### src/rtl/audio_frame_sequencer.sv
// ==========================================================================
// audio_frame_sequencer -- I2S-style codec frame sequencer: bclk/lrc
// generation, MSB-first DAC shift-out and ADC capture.
// Option: AUDIO_UNDERRUN_HOLD_EN (repeat last word on underrun). Rev 1.0
// ==========================================================================
`default_nettype none

module audio_frame_sequencer #(
  parameter int WIDTH    = 32,
  parameter int BCLK_DIV = 4
) (
  input  logic             clk,
  input  logic             rst_n,
  input  logic             en,
  input  logic [WIDTH-1:0] tx_data,
  input  logic             tx_valid,
  output logic             tx_ready,
  output logic [WIDTH-1:0] rx_data,
  output logic             rx_valid,
  output logic             underrun,
  output logic             busy,
  output logic             bclk,
  output logic             daclrc,
  output logic             adclrc,
  output logic             dacdat,
  input  logic             adcdat
);

  localparam int CW = $clog2(WIDTH);
  localparam int DW = $clog2(BCLK_DIV);
  localparam logic [CW-1:0] LAST_BIT = CW'(WIDTH - 1);
  localparam logic [CW-1:0] HALF_M1  = CW'(WIDTH / 2 - 1);
  localparam logic [DW-1:0] DIV_MAX  = DW'(BCLK_DIV - 1);

  localparam logic [1:0] S_IDLE  = 2'd0;
  localparam logic [1:0] S_LEFT  = 2'd1;
  localparam logic [1:0] S_RIGHT = 2'd2;

  logic [1:0]       state, state_nx;
  logic [DW-1:0]    div_cnt;
  logic [CW-1:0]    bit_cnt;
  logic             lrc;
  logic             rx_load;
  logic [WIDTH-1:0] tx_sh, rx_sh, hold, fill_word, tx_word;
  logic             tick, rise, fall, boundary, start, stop;

  assign tick     = (state != S_IDLE) && (div_cnt == DIV_MAX);
  assign rise     = tick && !bclk;
  assign fall     = tick && bclk;
  assign boundary = fall && (bit_cnt == LAST_BIT);
  assign start    = en && ((state == S_IDLE) || boundary);
  assign stop     = boundary && !en;
  // tx_ready high means the holding register is empty
  assign tx_word  = tx_ready ? fill_word : hold;

  assign daclrc = lrc;
  assign adclrc = lrc;
  assign dacdat = tx_sh[WIDTH-1];

`ifdef AUDIO_UNDERRUN_HOLD_EN
  logic [WIDTH-1:0] last_tx;

  always_ff @(posedge clk or negedge rst_n) begin
    if (!rst_n)     last_tx <= '0;
    else if (start) last_tx <= tx_word;
  end

  assign fill_word = last_tx;
`else
  assign fill_word = '0;
`endif

  always_ff @(posedge clk or negedge rst_n) begin
    if (!rst_n) state <= S_IDLE;
    else        state <= state_nx;
  end

  always_comb begin
    state_nx = state;
    case (state)
      S_IDLE:  if (en) state_nx = S_LEFT;
      S_LEFT:  if (fall && (bit_cnt == HALF_M1)) state_nx = S_RIGHT;
      S_RIGHT: if (boundary) state_nx = en ? S_LEFT : S_IDLE;
      default: state_nx = S_IDLE;
    endcase
  end

  always_comb begin
    busy = (state != S_IDLE);
  end

  always_ff @(posedge clk or negedge rst_n) begin
    if (!rst_n) begin
      div_cnt <= '0;
      bit_cnt <= '0;
      bclk    <= 1'b0;
      lrc     <= 1'b0;
      tx_sh   <= '0;
      rx_sh   <= '0;
    end else if (start) begin
      div_cnt <= '0;
      bit_cnt <= '0;
      bclk    <= 1'b0;
      lrc     <= 1'b1;
      tx_sh   <= tx_word;
    end else if (stop) begin
      div_cnt <= '0;
      bit_cnt <= '0;
      bclk    <= 1'b0;
      lrc     <= 1'b0;
      tx_sh   <= '0;
    end else if (state != S_IDLE) begin
      div_cnt <= tick ? '0 : div_cnt + DW'(1);
      if (tick) bclk <= ~bclk;
      if (rise) rx_sh <= {rx_sh[WIDTH-2:0], adcdat};
      if (fall) begin
        bit_cnt <= bit_cnt + CW'(1);
        tx_sh   <= {tx_sh[WIDTH-2:0], 1'b0};
        if (bit_cnt == HALF_M1) lrc <= 1'b0;
      end
    end
  end

  // A load coinciding with frame start lands after the hold was consumed
  always_ff @(posedge clk or negedge rst_n) begin
    if (!rst_n) begin
      tx_ready <= 1'b1;
      hold     <= '0;
      rx_load  <= 1'b0;
      rx_data  <= '0;
      rx_valid <= 1'b0;
      underrun <= 1'b0;
    end else begin
      rx_load  <= rise && (bit_cnt == LAST_BIT);
      rx_valid <= rx_load;
      if (rx_load) rx_data <= rx_sh;
      underrun <= start && tx_ready;
      if (tx_valid && tx_ready) begin
        hold     <= tx_data;
        tx_ready <= 1'b0;
      end else if (start) begin
        tx_ready <= 1'b1;
      end
    end
  end

endmodule

`default_nettype wire

### config.mk
export PLATFORM = sky130hd
export DESIGN_NAME = audio_frame_sequencer
export DESIGN_NICKNAME = d
export VERILOG_FILES = /design/src/rtl/audio_frame_sequencer.sv
export SDC_FILE = /design/constraint.sdc
export NUM_CORES = 1
export LEC_CHECK = 0
export ABC_AREA = 1
export CORE_MARGIN = 2
export CORE_UTILIZATION = 40
export DETAILED_ROUTE_END_ITERATION = 6
export DONT_BUFFER_PORTS = 1
export GPL_ROUTABILITY_DRIVEN = 0
export GPL_TIMING_DRIVEN = 0
export PLACE_DENSITY_LB_ADDON = 0.12
export SYNTH_ARGS = -nofsm -noshare
export SYNTH_HDL_FRONTEND = slang
export SYNTH_SLANG_ARGS = --single-unit
### constraint.sdc
create_clock -name clk -period 2 [get_ports clk]
set_input_delay 0.2 -clock clk [delete_from_list [all_inputs] [get_ports clk]]
set_output_delay 0.2 -clock clk [all_outputs]
set_load 0.03 [all_outputs]
==> results by group, run 1 <==
Final layout
  • Fin nets: about 820
  • Antenna diodes: 0
  • Core Util, Final: 0.489
  • Layout Cells excl Fill: slightly below 1000
  • Share of cells above drive strength 1: 0.0851
  • Area grow syn2layout: 20.7%

Worst setup path
  • Crit path cell chain: ha_2 > nand2_1 > nor2_4 > ha_4 > a31oi_4 > clkbuf_4 > nor3_1 > nor2_1 > nor2_1
  • Most used cell, CP: nor2_1
  • Crit path kind: flip-flop to flip-flop
  • Worst Setup SP: bit_cnt[0]
  • Startpoint Class: flip-flop
  • CP Capture Type: flip-flop
  • Worst EP arrival: 2190 ps
  • Crit-path max FO: 10
  • R2R Path Start: bit_cnt[0]
  • Slowest CP cell: dfrtp_1
  • Critical Path RT: between 2000 and 2500 ps
  • Largest stage delay on the critical path: about 400 ps

Synth
  • Main synth FF type: dfrtp_1
  • Top-area cell type share of the netlist area: 0.583
  • Most common cell in the netlist: nand2_1
  • Largest cells by area after synthesis: dfrtp_1, nand2_1, nor2_1
  • Synthesized instance count: roughly 700
  • Largest area contributor in the netlist: dfrtp_1
  • Seq/Total Area, Yosys: 0.588
  • Register bit total from synthesis: between 100 and 150
  • Ys Warns: 0
  • Mapped Area: ~6100 um2
  • Mapped Nets: 760
  • Ys async rst share: 1.00
  • Distinct cells, synth: 26
  • Avg Inst Size Synth: ~8.5 um2
  • Post-synth EDFFs: 0
  • Post-synth top cells: nand2_1, dfrtp_1, nor2_1

Timing
  • Final hold vios: 143
  • FMAX: between 500 and 600 MHz
  • Max Slew Vio Count: 0
  • Final worst slack: 127 ps
  • Actual slew at the worst max-slew pin: 512 ps
  • Final period utilization: 0.936
  • Worst hold slack: -531 ps
  • Clock skew after layout: 8.87 ps
  • Final min period: ~1900 ps
  • Final Setup Violations: 0
  • Unrepaired setup endpoints after global routing: yes
  • Max transition margin: 0.658

Global route
  • GRT Util Overall: 0.176
  • Global-route wire length before repair: 22700 um
  • Number of global-route vias before repair: around 4700
  • Pin count of the biggest net entering global routing: between 100 and 150
  • Initial antenna violation count: 0
  • Remaining Overflow, GRT: 0

Clocking
  • Clock-pin slew on the worst setup and hold paths: 60 ps
  • Total CTS buffers: 17
  • Hold-fix buffer count after cts: 35
  • CTS tree: built
  • Clk_lat worst skew: 430 ps
  • Longest Clk Path Bufs: 2
  • CTS H-tree depth: 4
  • Clock Sinks: between 100 and 150
  • CTS root buf: clkbuf_16

Route
  • Drt wl/cell: roughly 14 um
  • Post-DR vias/cell: roughly 4.8
  • Final WL: approximately 13000 um
  • Post-DRT Antenna Nets: 0
  • First-pass iteration count of the detailed router: 5
  • DRT iter0 DRCs: between 200 and 300
  • Vias post-DR: 4682
  • # DRC: 0

Flow run
  • Max Cap Violations: 0

Pwr
  • Total power: 9.37 mW
  • Leak: between 3 and 4 nW
  • Flop pwr share: 0.439
  • Gate power share: 0.197
  • Int Power: around 6.6 mW
  • Net Switching: about 2.8 mW
  • Clock Power Share: 0.364
  • Sw Share: 0.300
  • PwrDens: around 1300 nW/um2
  • Worst vdd ir: roughly 0.00076 V

Hold path
  • Hold Crit Class: input pin to asynchronous set/reset pin

Status
  • Failing checks: negative hold slack
  • Status: complete, but fails checks

Die
  • Die height: about 130 um
  • Rows: 45
  • Die area: ~16000 um2
  • Initial Utilization: 0.405
  • Core area: about 15000 um2
  • Ports: 77
  • Die span in x: ~130 um

Place
  • Buffers on Ports: 0
  • Setup slack at placement: -99.3 ps
  • Dpl hpwl: 8690 um
  • DP Cell Count: between 900 and 1000
-- registers in the layout, indices dropped and copies added, names as in the netlist --
| name | count |
|---|---|
| hold | 32 |
| rx_data | 32 |
| rx_sh | 32 |
| tx_sh | 32 |
| bit_cnt | 5 |
| div_cnt | 2 |
| state | 2 |
| adclrc | 1 |
| bclk | 1 |
| rx_load | 1 |
| rx_valid | 1 |
| tx_ready | 1 |
| underrun | 1 |
-- worst max-delay path, delay by kind of cell (launching register included) --
kind            cells  cell delay [ps]
simple gates        5              430
flops               1              400
compound gates      1              280
fa+ha+maj           2              370
buf+inv             1              280
-- routing by layer --
layer,routed length (um),share of wire,GRT usage,vias up
met5,0,0,0,-
met4,258,0.020,0.0737,0
met3,523,0.040,0.0482,22
met2,6300,0.48,0.284,84
met1,6150,0.46,0.225,2205
li1,-,-,-,2371
-- cells by family after synthesis --
logic type               after synthesis  share of synthesized area
buffers and inverters                 87                     0.0596
XOR/XNOR                               1                    0.00144
adder cells (fa/ha/maj)                4                    0.00822
AND/OR/NAND/NOR                      406                      0.268
flip-flops                           143                      0.588
multiplexers                           7                     0.0129
AO/OA/AOI/OAI                         71                     0.0618
-- layout make-up --
type | instances | area [um2]
clock inverters | 13 | 184
fillers | 1429 | 7680
inverters | 44 | 165
multi-input cells | 489 | 2170
well taps | 188 | 235
flip-flops and latches | 143 | 3580
repair buffers | 36 | 358
clock buffers | 19 | 453
plain buffers | 43 | 204
-- worst paths after layout --
| check | to | slack (ps) | depth (start not counted) |
|---|---|---|---|
| setup / recovery | tx_sh[28] | 130 | 9 |
| hold / removal | rx_sh[25] | -530 | 0 |
| setup reg to reg | tx_sh[28] | 130 | 9 |
| hold reg to reg | rx_valid | 370 | 0 |
| max in group asynchronous | tx_ready | 2190 | 0 |
| min in group clk | hold[31] | 60 | 3 |
-- per-stage QoR --
step                instance area [um2]  TNS, ps
finish                             7350        0
detailed placement                 6330    -1290
CTS                                7330        0
global placement                   6330     -846
global route                       7350    -5.32
floorplan                          6090        0
-- power by group through the flow --
| stage | sequential, mW | combinational [mW] | clock [mW] |
|---|---|---|---|
| 2_1_floorplan | 4.04 | 1.46 | 0 |
| 6_report | 4.12 | 1.84 | 3.41 |
| 3_5_place_dp | 4.17 | 1.79 | 0 |
| 4_1_cts | 4.12 | 1.86 | 3.47 |
| 3_3_place_gp | 4.14 | 1.74 | 0 |
| 5_1_grt | 4.22 | 2.15 | 3.62 |
-- what timing repair did --
item                                   4_1_cts  5_1_grt
pin swaps                                    0        1
setup buffers                                1        0
gates resized for setup                      3        8
endpoints found under the hold margin      179      143
setup endpoints to repair                   32       33
-- placed cells by master, fill, tap and decap left out --
| master | netlist | final |
|---|---|---|
| mux2_2 | 6 | 6 |
| clkinv_2 | 0 | 3 |
| ha_2 | 0 | 1 |
| clkbuf_4 | 0 | 1 |
| dlygate4sd3_1 | 0 | 35 |
| nor2_1 | 128 | 127 |
| ha_4 | 0 | 1 |
| ha_1 | 4 | 2 |
| nand2_1 | 202 | 202 |
| inv_1 | 40 | 40 |
| o21ai_1 | 1 | 1 |
| bufinv_16 | 0 | 4 |
| clkbuf_8 | 0 | 2 |
| buf_4 | 5 | 6 |
| clkbuf_1 | 24 | 21 |
| buf_1 | 5 | 5 |
| clkinv_1 | 2 | 2 |
| nor3_1 | 31 | 31 |
| clkinv_4 | 0 | 1 |
| inv_6 | 0 | 2 |
| dfstp_2 | 1 | 1 |
| a31oi_4 | 1 | 1 |
| clkinvlp_4 | 0 | 3 |
| dfrtp_1 | 142 | 142 |
| nor2_4 | 2 | 3 |
| clkbuf_2 | 0 | 1 |
| inv_2 | 2 | 2 |
| nand2_2 | 2 | 2 |
| clkbuf_16 | 0 | 17 |
| buf_2 | 8 | 9 |
| mux2_1 | 1 | 1 |
| xor2_1 | 1 | 1 |
| nand4_1 | 1 | 1 |
| buf_6 | 1 | 1 |
| a21oi_1 | 32 | 32 |
| o31ai_1 | 2 | 2 |
| nand3_1 | 40 | 40 |
| o21ai_0 | 35 | 35 |
Power figures use the tool's default switching activity.
==> inputs of run 2 (changes only) <==
SETUP_SLACK_MARGIN = 0.3   (was default)
==> run 2 against run 1 <==
- cell area is 7.9% higher
- the flow still finishes with violations (negative hold slack)
- largest power group unchanged
- combinational power is 17% higher
- via count is 4.4% higher
- register-to-register slack better by 70 ps
- clock skew is 4.0 ps lower
- largest cell class unchanged
==> results by group, run 2 (synthesis gave the netlist of run 1 again) <==
Status
  • Status: complete, but fails checks
  • Failing checks: negative hold slack

Worst setup path
  • Largest stage delay on the critical path: 410 ps (about the same)
  • Worst R2R Setup Slack: 200 ps (+70 ps)
  • CP bufs+invs: 3 (+2)
  • Top Family by Delay on Critical Path: buffers and inverters
  • Startpoint Class: flip-flop
  • Crit path kind: flip-flop to flip-flop
  • Critical Path RT: 2300 ps (about the same)
  • Crit-path max FO: 8 (-2)
  • Crit path cell chain: ha_4 > nand2_4 > nor2_4 > ha_4 > buf_6 > a31oi_4 > buf_12 > clkbuf_8 > nor3_2 > nor2_1 > nor2_1
  • Worst Setup SP: bit_cnt[0]
  • CP Capture Type: flip-flop
  • Worst EP arrival: 2110 ps (-80 ps)
  • Slowest CP cell: dfrtp_1
  • R2R Path Start: bit_cnt[0]

Clocking
  • Longest Clk Path Bufs: 2 (unchanged)
  • CTS tree: built
  • Clock-pin slew on the worst setup and hold paths: 60 ps (about the same)
  • Hold-fix buffer count after cts: 35 (unchanged)
  • Total CTS buffers: 17 (unchanged)
  • Clock Sinks: 143 (unchanged)
  • CTS H-tree depth: 4 (unchanged)
  • Clk_lat worst skew: 410 ps (-20 ps)
  • CTS root buf: clkbuf_16

Global route
  • Number of global-route vias before repair: 4898 (+3.4%)
  • Global-route wire length before repair: 23300 um (+2.2%)
  • Pin count of the biggest net entering global routing: 144 (unchanged)
  • Initial antenna violation count: 0 (unchanged)
  • Remaining Overflow, GRT: 0 (unchanged)
  • GRT Util Overall: 0.179 (+0.00266)

Die
  • Core area: 15000 um2 (unchanged)
  • Rows: 45 (unchanged)
  • Die span in x: 127 um (unchanged)
  • Initial Utilization: 0.405 (unchanged)
  • Die height: 127 um (unchanged)
  • Die area: 16200 um2 (unchanged)
  • Ports: 77 (unchanged)

Timing
  • Final Setup Violations: 0 (unchanged)
  • Max Slew Vio Count: 0 (unchanged)
  • Final min period: 1800 ps (-69.8 ps)
  • Clock skew after layout: 4.85 ps (-4.02 ps)
  • FMAX: 555 MHz (+3.9%)
  • Final period utilization: 0.901 (-0.0349)
  • Actual slew at the worst max-slew pin: 646 ps (+134 ps)
  • Worst hold slack: -518 ps (+12.9 ps)
  • Max transition margin: 0.569 (-0.0893)
  • Unrepaired setup endpoints after global routing: yes
  • Final hold vios: 143 (unchanged)

Route
  • # DRC: 0 (unchanged)
  • Post-DRT Antenna Nets: 0 (unchanged)
  • Post-DR vias/cell: 4.90 (+2.1%)
  • Final WL: 13900 um (+5.3%)
  • Met3 wire length: 559 um (+6.9%)
  • Top Layer Used: met4
  • DRT iter0 DRCs: 240 (-18%)
  • Met2 wire len: 6700 um (+6.5%)
  • WL met1: 6390 um (+3.9%)
  • Drt wl/cell: 14.0 um (+2.9%)
  • First-pass iteration count of the detailed router: 5 (unchanged)
  • Vias post-DR: 4887 (+4.4%)

Final layout
  • Most frequent cells in the layout: nand2_1, dfrtp_1, nor2_1
  • Layout Cells excl Fill: 997 (+2.3%)
  • Share of cells above drive strength 1: 0.192 (+0.106)
  • Commonest non-fill, non-tap cell in the layout: nand2_1
  • Fin nets: 837 (+2.7%)
  • Antenna diodes: 0 (unchanged)
  • Area grow syn2layout: 30.2%

Flow run
  • Max Cap Violations: 0 (unchanged)

Place
  • Dpl hpwl: 8600 um (-1.1%)
  • DP Cell Count: 907 (unchanged)
  • Buffers on Ports: 0 (unchanged)

Hold path
  • Hold Crit Class: input pin to asynchronous set/reset pin

Pwr
  • Leak: 3.80 nW (+9.6%)
  • PwrDens: 1200 nW/um2 (-6.1%)
  • Worst vdd ir: 0.000675 V (-11%)
-- run 2: cell count changes in the layout (fill, tap and decap cells not counted), sizes merged --
cell,change
buf,+19
clkbuf,+1
clkinv,+5
clkinvlp,-1
bufinv,-1
inv,-1
-- run 2: path summary, 6_finish.rpt --
kind,to,depth (start not counted)
setup / recovery,tx_sh[12],11
hold / removal,rx_data[29],0
setup reg to reg,tx_sh[12],11
hold reg to reg,rx_valid,0
max in group asynchronous,tx_ready,0
min in group clk,hold[31],3
-- run 2: layout make-up --
cell class / instances / area (um2)
clock buffer: 17 / 425
fill: 1383 / 7100
buffer: 43 / 264
timing repair buffer: 58 / 599
inverter: 44 / 170
multi-input combinational: 489 / 2490
sequential: 143 / 3580
tap: 188 / 235
clock inverter: 15 / 170
-- run 2: where the power goes --
| part | internal (mW) | switching, mW | leakage, nW |
|---|---|---|---|
| clock | 1.95 | 1.24 | 0.293 |
| combinational | 0.933 | 1.22 | 1.70 |
| sequential | 3.64 | 0.516 | 1.81 |
| total | 6.52 | 2.97 | 3.80 |
-- run 2: metrics by stage --
step / instance area (um2) / power (mW) / util / TNS [ps] / setup WS (ps)
global route: 7930 / 10.1 / 0.528 / 0 / 96.3
detailed placement: 6330 / 5.94 / 0.421 / -1140 / -58.7
global placement: 6330 / 5.88 / 0.421 / -37.5 / -22.9
floorplan: 6100 / 5.51 / - / 0 / 313
CTS: 7610 / 9.35 / 0.507 / 0 / 185
finish: 7930 / 9.49 / 0.528 / 0 / 197
-- run 2: what timing repair did --
item,4_1_cts,5_1_grt
setup endpoints to repair,55,115
hold endpoints to repair,180,143
buffers inserted,7,9
gates cloned,7,0
gates resized for setup,56,72
pin swaps,28,28
-- run 2: routing by layer --
metal	GRT usage	up-vias
met5	0	-
met4	0.0724	0
met3	0.0465	28
met2	0.289	96
met1	0.230	2332
li1	-	2431
-- run 2: worst reg2reg max path, cell delays in order (launching register included) --
cell and delay, ps:
dfrtp_1 410, ha_4 180, nand2_4 70, nor2_4 40
ha_4 170, buf_6 120, a31oi_4 150, buf_12 170
clkbuf_8 160, nor3_2 40, nor2_1 140, nor2_1 50
